File: src/rtl/lvds_rx_frame_writer.sv
// Packs LVDS bytes into 32-bit words and writes them into a ping-pong pair of SRAM banks.
// The write is one cycle after the 4th byte and BANK_RDY two cycles after it; bytes are dropped (OVERFLOW) when no bank is free.
module lvds_rx_frame_writer #(
  parameter int FRAME_WORDS = 256,
  parameter int CNT_W       = 16
) (
  input  logic             CLK,
  input  logic             RST,
  input  logic [7:0]       DIN,
  input  logic             DIN_VALID,
  input  logic             DIN_SOF,
  output logic [8:0]       WADDR,
  output logic [31:0]      WD,
  output logic             WEN,
  output logic             BANK_RDY,
  output logic             BANK_ID,
  input  logic             BANK_FREE,
  input  logic             BANK_FREE_ID,
  output logic             OVERFLOW,
  output logic             FRAME_ERR,
  output logic [CNT_W-1:0] FRAME_CNT
);

  typedef enum logic [1:0] {
    S_IDLE      = 2'd0,
    S_FILL      = 2'd1,
    S_WAIT_BANK = 2'd2
  } state_t;

  localparam logic [7:0] LAST_IDX = 8'(FRAME_WORDS - 1);

  state_t           r_state;
  state_t           w_state_nxt;
  logic [1:0]       r_full;
  logic             r_cur;
  logic [1:0]       r_lane;
  logic [7:0]       r_idx;
  logic [23:0]      r_bytes;
  logic [8:0]       r_waddr;
  logic [31:0]      r_wd;
  logic             r_wen;
  logic             r_rdy_pend;
  logic             r_pend_bank;
  logic             r_bank_rdy;
  logic             r_bank_id;
  logic             r_overflow;
  logic             r_frame_err;
  logic [CNT_W-1:0] r_frame_cnt;

  logic             w_start;
  logic             w_accept;
  logic             w_abort;
  logic             w_drop;
  logic             w_word_done;
  logic             w_last;
  logic [1:0]       w_full_set;
  logic [1:0]       w_full_clr;
  logic [1:0]       w_full_nxt;

  always_ff @(posedge CLK) begin
    if (RST) r_state <= S_IDLE;
    else     r_state <= w_state_nxt;
  end

  always_comb begin
    w_state_nxt = r_state;
    w_start     = 1'b0;
    w_accept    = 1'b0;
    w_abort     = 1'b0;
    w_drop      = 1'b0;
    case (r_state)
      S_IDLE: begin
        if (DIN_VALID && DIN_SOF) begin
          if (!r_full[r_cur]) begin
            w_start     = 1'b1;
            w_state_nxt = S_FILL;
          end else begin
            w_drop      = 1'b1;
            w_state_nxt = S_WAIT_BANK;
          end
        end
      end
      S_FILL: begin
        if (DIN_VALID) begin
          // An SOF anywhere past the first byte aborts and restarts the frame with this byte.
          if (DIN_SOF && (r_lane != 2'd0 || r_idx != 8'd0)) begin
            w_start = 1'b1;
            w_abort = 1'b1;
          end else begin
            w_accept = 1'b1;
            if (r_lane == 2'd3 && r_idx == LAST_IDX) w_state_nxt = S_IDLE;
          end
        end
      end
      S_WAIT_BANK: begin
        w_drop = DIN_VALID;
        if (!r_full[r_cur]) w_state_nxt = S_IDLE;
      end
      default: w_state_nxt = S_IDLE;
    endcase
  end

  assign w_word_done = w_accept && (r_lane == 2'd3);
  assign w_last      = w_word_done && (r_idx == LAST_IDX);
  assign w_full_set  = w_last ? (2'b01 << r_cur) : 2'b00;
  assign w_full_clr  = BANK_FREE ? (2'b01 << BANK_FREE_ID) : 2'b00;
  // Set is applied after clear so a same-cycle set/clear on one bank keeps it full.
  assign w_full_nxt  = (r_full & ~w_full_clr) | w_full_set;

  always_ff @(posedge CLK) begin
    if (RST) begin
      r_full      <= 2'b00;
      r_cur       <= 1'b0;
      r_lane      <= 2'd0;
      r_idx       <= 8'd0;
      r_bytes     <= 24'd0;
      r_waddr     <= 9'd0;
      r_wd        <= 32'd0;
      r_wen       <= 1'b0;
      r_rdy_pend  <= 1'b0;
      r_pend_bank <= 1'b0;
      r_bank_rdy  <= 1'b0;
      r_bank_id   <= 1'b0;
      r_overflow  <= 1'b0;
      r_frame_err <= 1'b0;
      r_frame_cnt <= '0;
    end else begin
      r_full      <= w_full_nxt;
      r_wen       <= w_word_done;
      r_frame_err <= w_abort;
      r_rdy_pend  <= w_last;
      r_bank_rdy  <= r_rdy_pend;
      if (w_drop) r_overflow <= 1'b1;

      if (w_word_done) begin
        r_wd    <= {DIN, r_bytes};
        r_waddr <= {r_cur, r_idx};
      end

      if (w_start) begin
        r_bytes[7:0] <= DIN;
        r_lane       <= 2'd1;
        r_idx        <= 8'd0;
      end else if (w_accept) begin
        case (r_lane)
          2'd0:    r_bytes[7:0]   <= DIN;
          2'd1:    r_bytes[15:8]  <= DIN;
          2'd2:    r_bytes[23:16] <= DIN;
          default: r_bytes        <= r_bytes;
        endcase
        r_lane <= w_last ? 2'd0 : r_lane + 2'd1;
        if (w_word_done) r_idx <= w_last ? 8'd0 : r_idx + 8'd1;
      end

      if (w_last) begin
        r_pend_bank <= r_cur;
        r_cur       <= ~r_cur;
      end

      if (r_rdy_pend) begin
        r_bank_id   <= r_pend_bank;
        r_frame_cnt <= r_frame_cnt + 1'b1;
      end
    end
  end

  assign WADDR     = r_waddr;
  assign WD        = r_wd;
  assign WEN       = r_wen;
  assign BANK_RDY  = r_bank_rdy;
  assign BANK_ID   = r_bank_id;
  assign OVERFLOW  = r_overflow;
  assign FRAME_ERR = r_frame_err;
  assign FRAME_CNT = r_frame_cnt;

endmodule

File: config.mk
export PLATFORM = sky130hd
export DESIGN_NAME = lvds_rx_frame_writer
export DESIGN_NICKNAME = d
export VERILOG_FILES = /design/src/rtl/lvds_rx_frame_writer.sv
export SDC_FILE = /design/constraint.sdc
export NUM_CORES = 1
export LEC_CHECK = 0
export CORE_ASPECT_RATIO = 1.2
export CORE_UTILIZATION = 52
export CTS_CLUSTER_DIAMETER = 150
export DETAILED_ROUTE_END_ITERATION = 10
export PLACE_DENSITY_LB_ADDON = 0.2
export SKIP_LAST_GASP = 1
export SLEW_MARGIN = 20
export SYNTH_ARGS = -nofsm -noshare
export SYNTH_HDL_FRONTEND = slang
export SYNTH_SLANG_ARGS = --single-unit
File: constraint.sdc
create_clock -name CLK -period 2.3 [get_ports CLK]
set_input_delay 0.69 -clock CLK [delete_from_list [all_inputs] [get_ports CLK]]
set_output_delay 0.69 -clock CLK [all_outputs]
set_load 0.03 [all_outputs]
Word level (Yosys, flattened, before mapping) --
Cells that the tools add are included.
Storage, ports and cells: bits in registers 103, input bits 14, output and inout port bits 62, logic and storage cells 90
Cells by class: add/sub/neg operators 3, magnitude comparators 1, equality and inequality tests 11, shifts and indexed selects 2, muxes and demuxes 29, bitwise operators 6, reductions and logical operators 19
Operators with widths (number):
- $mux 8 | 4
- $mux 2 | 9
- $add 16x1->16 const B | 1
- $mux 1 | 13
- $ne 2x2->1 const B | 5
- $add 8x1->8 const B | 1
- $eq 8x8->1 const B | 1
- $reduce_bool 8->1 | 1
- $eq 2x2->1 const B | 3
- $pmux 2 s3 | 1
- $reduce_and 3->1 | 2
- $reduce_bool 2->1 | 3
- $logic_and 1x1->1 | 5
- $reduce_and 5->1 | 1
- $eq 2x1->1 const B | 2
- $logic_not 2->1 | 2
- $pmux 1 s2 | 2
- $reduce_and 2->1 | 2
- $reduce_or 2->1 | 2
- $shl 1x1->2 const A | 2
- $not 1->1 | 3
- $add 2x1->2 const B | 1
- $and 2x2->2 | 1
- $lt 1x2->1 const B | 1
- 3 further kinds | 3

Logic depth before layout (Yosys ltp) --
Gate-level depths: netlist of run 1.
depth after elaboration 11, mapped depth 8, mapped depth without buffers 6

Worst setup path before layout of run 1 --
Ideal clock, no wire load.
path kind input to register, start input port DIN_VALID, end register r_idx[4], library setup time 72 ps, arrival time 1932 ps, required time 2228 ps, setup slack 295 ps, stages on the path 6, path buffers 2, cell sequence and3b_1 > clkbuf_1 > nand2_1 > clkbuf_1 > or4_1 > a21oi_1
Between the ends: longest elaborated chain between the ends 5, elaborated cells on any way between the ends 11, classes of those cells mux: 6; reduce/logical: 5
Ends and longest elaborated chain:
- start, declared | line 10 | input logic DIN_VALID,
- $mux 1 | line 84 | if (DIN_VALID) begin
- $mux 1 | line 71 | case (r_state)
- $logic_and 1x1->1 | line 103 | assign w_word_done = w_accept && (r_lane == 2'd3);
- $logic_and 1x1->1 | line 104 | assign w_last = w_word_done && (r_idx == LAST_IDX);
- $mux 8 | line 152 | if (w_word_done) r_idx <= w_last ? 8'd0 : r_idx + 8'd1;
- end signal, assigned | line 152
- end, declared | line 37 | logic [7:0] r_idx;
Parallel ways exist; a longest one is shown, timed or not. A chain may end at the register's enable or synchronous reset.

Final worst setup path of run 1 --
start register r_frame_cnt[4] (netlist: FRAME_CNT[4]), end output port FRAME_CNT[4]
RTL lines:
- start, declared | line 48 | logic [CNT_W-1:0] r_frame_cnt;
- start signal, assigned | line 162 | r_frame_cnt <= r_frame_cnt + 1'b1;
- end, declared | line 21 | output logic [CNT_W-1:0] FRAME_CNT
No word-level cell between the ends.

==> results by stage, run 1 <==
Run status:
- The run finished, with violations left.
- The checks that failed: design-rule violations.

Clock network:
- The CTS buffer count is 9.
- The tree is rooted in a sky130_fd_sc_hd__clkbuf_8.
- In this run the number of H-tree levels came out at 3.
- The tree built by TritonCTS fans out to 103 sinks.
- The clock passes through at most 2 buffers.
- Clock-pin slew was measured on the worst setup and hold paths at 100 ps.
- TritonCTS built the clock tree.
- Buffers inserted to repair hold after CTS numbered 0.
- The clock latency on the worst-skew pair is 370 ps.

Worst setup path:
- The worst setup path is of the reg2out kind.
- The element type at the critical path start is a register.
- Of all nets on the critical path, the largest fanout is 6.
- The critical path goes through clkdlybuf4s50_1.
- At the worst endpoint, the required time is 1610 ps.
- The slowest stage of the critical path is the sky130_fd_sc_hd__clkdlybuf4s50_1 cell.
- STA classifies the critical path endpoint as an output pin.
- Among cell families on the critical path, the largest total delay comes from buffers and inverters.
- For the worst setup path, the data arrival time is 1540 ps.
- The delay of the slowest cell on the worst path is 710 ps.
- The total buffers and inverters traversed by the critical path is 1.

Placement:
- Input and output buffers added on the ports amount to 75.
- After detailed placement, the design holds a cell count of 635.
- Detailed placement ended at an HPWL of 6693 um.
- At the end of routability-driven placement, the weighted congestion stood at 0.8157.

Power:
- The share of total power consumed by net switching is 0.2339.
- The internal power contribution is 0.002494 W.
- The cell leakage power is 1.901 nW.
- The combinational cell fraction of total power is 0.055.
- The clock share of power is 0.390.
- The worst-case IR drop observed on VDD is 0.3855 mV.
- Of the total power, registers draw 0.555.
- In this run the power spent charging and discharging nets is 0.0007615 W.
- The power per unit of standard cell area is 596.8 nW/um2.
- The sum of internal, switching and leakage power is 0.003255 W.

Finish:
- The final cell count without fillers is 651.
- After filler insertion, the fill cell instance count of the layout stands at 636.
- In the final layout, the multi-input gates occupy 2038 um2.
- In the final layout, flip-flops and latches occupy 2062 um2.
- Relative to the synthesized area, the layout overhead comes to 27.01%.
- The final-stage net count is 575.
- In the final layout, the share of cells above drive strength 1 is 0.08050.
- The most common cell after layout, fill and taps aside is sky130_fd_sc_hd__dfxtp_1.
- The antenna diode count is 0.
- In the layout the commonest cells are sky130_fd_sc_hd__dfxtp_1, sky130_fd_sc_hd__clkdlybuf4s50_1, sky130_fd_sc_hd__a21oi_1.

Run:
- The tool flagged a number of max-cap violations equal to 0.

Global routing:
- The overall track demand over capacity in global routing is 0.2380.
- The via count of the first global-routing pass is 3466.
- Entering global routing, the biggest net connects 37 pins.
- The initial antenna violation count is 0.
- The wire length of the first global-routing pass is 16400 um.
- The total overflow reported by the global router is 0.

Synth:
- The count of mapped cells out of synthesis is 481.
- The number of nets handed over by synthesis was 502.
- The synthesized netlist occupies a cell area of 4294 um2.
- The synthesized design contains 0 enable-type register cells.
- Yosys printed 0 warnings.
- Of the synthesized area, sequential elements account for 0.4802.
- Counting distinct cell types in the post-synthesis netlist gives 41.
- The mean instance size in the synthesized netlist is 8.927 um2.
- Among all flip-flop cells after synthesis, the most frequent one is sky130_fd_sc_hd__dfxtp_1.
- The share of synthesized flip-flops with an asynchronous set or reset is 0.
- Synthesis inferred 103 register bits.

STA:
- The worst slew margin relative to its limit is 0.6267.
- Setup violations remaining at the end of the flow were counted as 0.
- The worst path in the final design needs a cycle of 2230 ps, including I/O delays and setup.
- Setup repair after global routing left no endpoint under its margin.
- The number of hold violations in the final report was 0.
- The max-slew violation count is 0.
- The transition time at the pin with the least slew margin is 560.0 ps.
- On the final layout, the worst clock skew is 14.75 ps.
- The post-route clock period utilization is 0.9695.
- Based on the critical path, the design can be clocked at up to 448.5 MHz.

Die:
- For this configuration, the core starts out at a cell density of 0.5478.
- The die covers 8627 um2.
- The I/O pin count is 76.
- The width of the chip is 84.96 um.
- The core footprint is 7839 um2.
- From bottom edge to top edge, the die measures 101.5 um.
- In this run the core area contains 35 standard-cell rows.

Detailed routing:
- Dividing the detail-routed wire length by the instance count gives 15.37 um.
- The total DRC errors in the routed layout is 4.
- The number of detailed-route iterations in the first pass is 10.
- The violation count after the first detailed-routing iteration is 227.
- Once detail routing completed, the nets flagged for antenna violations numbered 0.
- The wire length after detailed routing is 10000 um.
- Summing over every cut layer, the via total after detailed routing is 3788.
- In the routed layout, each cell is associated on average with a via count of 5.819.

Worst hold path:
- The type of the tightest min-delay check is reg2reg.
==> metal layers <==
metal	global-route usage	up-vias	share of wire
met5	0	-	0
met4	0.1095	0	0.024
met3	0.03667	19	0.035
met2	0.4094	92	0.50
met1	0.2947	1815	0.44
li1	-	1862	-
==> final cells by class <==
class	count	share of cell area
clock buffers	9	0.02271
clock inverters	7	0.01904
inverters	12	0.008259
multi-input cells	329	0.3737
flip-flops and latches	103	0.3781
well taps	92	0.02111
repair buffers	99	0.1771
==> synthesized netlist by cell type, types with 4 or more instances <==
| cell type | instances | share of area |
|---|---|---|
| sky130_fd_sc_hd__and3_1 | 4 | 0.0058 |
| sky130_fd_sc_hd__o21ai_0 | 51 | 0.059 |
| sky130_fd_sc_hd__inv_1 | 12 | 0.010 |
| sky130_fd_sc_hd__xnor2_1 | 6 | 0.012 |
| sky130_fd_sc_hd__nor2_1 | 16 | 0.014 |
| sky130_fd_sc_hd__o31ai_1 | 6 | 0.010 |
| sky130_fd_sc_hd__nor4_1 | 5 | 0.0073 |
| sky130_fd_sc_hd__or3_1 | 4 | 0.0058 |
| sky130_fd_sc_hd__nand2_1 | 10 | 0.0087 |
| sky130_fd_sc_hd__nand2b_1 | 32 | 0.047 |
| sky130_fd_sc_hd__xor2_1 | 6 | 0.012 |
| sky130_fd_sc_hd__clkbuf_1 | 34 | 0.030 |
| sky130_fd_sc_hd__mux2i_1 | 27 | 0.063 |
| sky130_fd_sc_hd__dfxtp_1 | 103 | 0.48 |
| sky130_fd_sc_hd__ha_1 | 7 | 0.020 |
| sky130_fd_sc_hd__nand3_1 | 54 | 0.063 |
| sky130_fd_sc_hd__nand4_1 | 9 | 0.013 |
| sky130_fd_sc_hd__a21oi_1 | 58 | 0.068 |
| sky130_fd_sc_hd__or4_1 | 6 | 0.010 |
==> power by group through the flow <==
| stage | clock (W) | sequential (W) | combinational (W) |
|---|---|---|---|
| floorplan | 0 | 0.00184 | 0.000111 |
| global placement | 0 | 0.00185 | 0.000176 |
| detailed placement | 0 | 0.00185 | 0.000178 |
| CTS | 0.00129 | 0.00181 | 0.000180 |
| global route | 0.00137 | 0.00181 | 0.000196 |
| finish | 0.00127 | 0.00181 | 0.000180 |
==> what timing repair did <==
item                       in CTS  in global routing
hold endpoints to repair        0                  0
buffers inserted                0                  0
setup endpoints to repair       0                  1
resized for setup               0                  1
==> sequential cells by signal (all words and copies together), names as in the netlist <==
| signal | count |
|---|---|
| WD | 32 |
| r_bytes | 24 |
| FRAME_CNT | 16 |
| WADDR | 9 |
| r_idx | 8 |
| r_full | 2 |
| r_lane | 2 |
| r_state | 2 |
| BANK_ID | 1 |
| BANK_RDY | 1 |
| FRAME_ERR | 1 |
| OVERFLOW | 1 |
| WEN | 1 |
| r_cur | 1 |
| r_pend_bank | 1 |
| r_rdy_pend | 1 |
==> final timing paths <==
| kind | slack [ps] | depth (start not counted) | to | from |
|---|---|---|---|---|
| max | 70 | 1 | FRAME_CNT[4] | FRAME_CNT[4]$_SDFFE_PP0P_ |
| min | 460 | 2 | r_full[1]$_SDFF_PP0_ | r_full[1]$_SDFF_PP0_ |
| max reg2reg | 260 | 5 | r_state[0]$_SDFFE_PP0P_ | r_idx[2]$_SDFFE_PP0P_ |
| min reg2reg | 460 | 2 | r_full[1]$_SDFF_PP0_ | r_full[1]$_SDFF_PP0_ |
==> per-stage QoR <==
stage	util	setup slack (ps)	hold WS (ps)	TNS, ps	area, um2
global placement	0.6664	-82.21	444.1	-743.2	5224
global route	0.6958	22.43	479.4	0	5454
finish	0.6958	70.16	458.7	0	5454
CTS	0.6955	45.25	460.0	0	5451
detailed placement	0.6664	-121.7	447.7	-2617	5224
floorplan	-	295.4	431.6	0	4294
==> logic make-up after synthesis <==
kind of cell | synth area share
fa+ha+maj | 0.02040
compound gates | 0.1603
buf+inv | 0.04516
flops | 0.4802
mux | 0.06294
xor+xnor | 0.02448
simple gates | 0.2066
(Power assumes the default switching activity.)
==> run 2: changes to the inputs <==
--- a/config.mk
+++ b/config.mk
@@ -6,8 +6,9 @@
 export NUM_CORES = 1
 export LEC_CHECK = 0
 export CORE_ASPECT_RATIO = 1.2
-export CORE_UTILIZATION = 52
-export CTS_CLUSTER_DIAMETER = 150
+export CORE_UTILIZATION = 54
+export CTS_BUF_LIST = sky130_fd_sc_hd__clkbuf_2 sky130_fd_sc_hd__clkbuf_4 sky130_fd_sc_hd__clkbuf_8
+export CTS_CLUSTER_DIAMETER = 120
 export DETAILED_ROUTE_END_ITERATION = 10
 export PLACE_DENSITY_LB_ADDON = 0.2
 export SKIP_LAST_GASP = 1
==> results by stage, run 2 (synthesized netlist as in run 1, its figures left out) <==
Finish:
- Leaving out fill and tap cells, the most frequent cell in the layout is sky130_fd_sc_hd__dfxtp_1.
- The library cells used most frequently in the layout, excluding fill and tap cells, are sky130_fd_sc_hd__dfxtp_1, sky130_fd_sc_hd__clkdlybuf4s50_1, sky130_fd_sc_hd__a21oi_1.
- The antenna diode count is 0.
- The final-stage net count is 581.
- From synthesis to final layout, the design area changed by 27.74%.
- The share of post-route cells with drive strength above 1 is 0.08865.
- The finished layout holds 656 standard cells, fillers aside.
- The number of flip-flops in the largest register is 32.

STA:
- Across the routed clock network, the largest skew measured is 15.43 ps.
- The number of hold violations in the final report is 0.
- The final critical-path setup slack is 65.82 ps.
- Setup repair after global routing left no endpoint under its margin.
- Of the available clock period, the critical path in the final layout requires 0.9714.
- The post-route setup TNS is 0 ps.
- Setup violations remaining at the end of the flow were counted as 0.
- The minimum clock period is 2234 ps.
- In this run the tightest slew margin relative to its limit is 0.5742.
- The transition time at the pin with the least slew margin is 638.7 ps.
- Based on the critical path, the design can be clocked at up to 447.6 MHz.
- The max-slew violation count came to 0.

Worst setup path:
- The total buffers and inverters traversed by the critical path is 1.
- In this run the worst path has a maximum fanout of 7.
- The critical path class is reg2out.
- The slowest cell on the critical path is sky130_fd_sc_hd__clkdlybuf4s50_1.
- Data on the critical path arrives at its endpoint at 1540 ps.
- The nature of the critical path endpoint is an output pin.
- The critical path goes through clkdlybuf4s50_1.
- In this design, the stage delay of the slowest critical-path cell is 720 ps.
- The element type at the critical path start is a register.
- The data required time of the worst path is 1610 ps.
- Among cell families on the critical path, the largest total delay comes from buffers and inverters.

Clock network:
- Clock-pin slew was measured on the worst setup and hold paths at 100 ps.
- The buffer cell driving the clock tree root is sky130_fd_sc_hd__clkbuf_8.
- After clock tree synthesis, the repair step resized 0 gates.
- Post-CTS timing repair inserted 0 buffers for setup.
- Clock latency on the worst-skew pair, taken at its later pin, is 370 ps.
- For this design, the CTS-stage hold fixing added 0 buffers.
- Clock tree synthesis inserted a total of 9 buffers.
- Clock tree synthesis found a total of 103 sinks.
- CTS built an H-tree with a depth of 3.
- No sink is reached through more buffers than the 2 on the longest clock path.
- The CTS tree is yes.

Placement:
- At the end of routability-driven placement, the weighted congestion stood at 0.8251.
- OpenSTA, run right after detailed placement, puts the worst setup slack at -49.72 ps.
- The placed cell count is 641.
- The estimated wirelength of the detail-placed design is 6971 um.
- During placement, the flow inserted port buffers numbering 75.

Detailed routing:
- The violation count after the first detailed-routing iteration is 235.
- The number of detailed-route iterations in the first pass is 4.
- Once detail routing completed, the nets flagged for antenna violations numbered 0.
- The average wire per cell in the routed design is 15.36 um.
- The final route contains 3771 vias.
- The via-per-instance ratio is 5.748.
- In the routed design, unresolved DRC markers number 0.
- The wire length after detailed routing is 10080 um.

Worst hold path:
- The min-delay analysis places its worst path in the category reg2reg.

Global routing:
- The overall track demand over capacity in global routing is 0.2434.
- The initial antenna violation count was 0.
- The wire length of the first global-routing pass is 16480 um.
- The total overflow reported by the global router is 0.
- Entering global routing, the biggest net connects 41 pins.
- The via count of the first global-routing pass is 3471.

Die:
- For this configuration, the core starts out at a cell density of 0.5571.
- The I/O pin count is 76.
- The core footprint is 7707 um2.
- The area enclosed by the die boundary is 8314 um2.
- Measured along the y axis, the die boundary spans 99.69 um.
- The number of rows created at floorplan is 35.
- The die is 83.41 um wide.

Power:
- The power per unit of standard cell area is 591.5 nW/um2.
- The worst supply voltage drop on vdd is 0.5169 mV.
- For this design the static power due to leakage is 1.901 nW.

Run:
- The number of violations of the max-capacitance limit is 0.

Run status:
- The flow ran to the end, and the final reports show no timing, DRC or antenna violations.
==> run 2: cell types whose count changed in the layout (fill, tap and decap cells not counted), sizes merged <==
cell	change
dlymetal6s2s	-1
buf	+6
clkinvlp	+2
clkinv	-3
clkdlybuf4s50	+1
==> run 2: per-layer routing <==
metal,track usage,vias up,part of all wire
met5,0,-,0
met3,0.03651,16,0.048
met4,0.08886,0,0.017
met1,0.3077,1796,0.43
met2,0.4218,82,0.50
li1,-,1877,-
==> run 2: worst reg2reg max path, stage by stage, from the launching register on <==
cell and delay (ps):
sky130_fd_sc_hd__dfxtp_1 390, sky130_fd_sc_hd__or4_4 580, sky130_fd_sc_hd__o21a_4 290, sky130_fd_sc_hd__or4_1 550, sky130_fd_sc_hd__a21oi_1 160
==> run 2: layout make-up <==
cell class	instances	area (um2)
Clock buffer	9	123.9
Multi-Input combinational cell	329	2038
Clock inverter	6	92.59
Tap cell	92	115.1
Timing Repair Buffer	105	1008
Fill cell	629	2222
Sequential cell	103	2062
Inverter	12	45.04
==> run 2: power breakdown <==
group / internal (W) / switching [W]
Sequential: 0.00180 / 0.00000962
Clock: 0.000615 / 0.000635
Combinational: 0.0000773 / 0.000112
Total: 0.00249 / 0.000756
==> run 2: metrics by stage <==
| step | hold slack, ps | util | cell area, um2 | total power [W] |
|---|---|---|---|---|
| global placement | 443.9 | 0.6836 | 5269 | 0.002031 |
| floorplan | 431.6 | - | 4294 | 0.001955 |
| detailed placement | 455.9 | 0.6836 | 5269 | 0.002036 |
| finish | 463.4 | 0.7117 | 5485 | 0.003245 |
| global route | 487.7 | 0.7117 | 5485 | 0.003347 |
| CTS | 466.3 | 0.7117 | 5485 | 0.003253 |
==> run 2: path summary, 6_finish.rpt <==
check | startpoint | end | slack (ps) | depth (start not counted)
min reg2reg | r_full[1]$_SDFF_PP0_ | r_full[1]$_SDFF_PP0_ | 460 | 2
max reg2reg | r_idx[3]$_SDFFE_PP0P_ | r_full[0]$_SDFF_PP0_ | 270 | 4
min | r_full[1]$_SDFF_PP0_ | r_full[1]$_SDFF_PP0_ | 460 | 2
max | FRAME_CNT[2]$_SDFFE_PP0P_ | FRAME_CNT[2] | 70 | 1
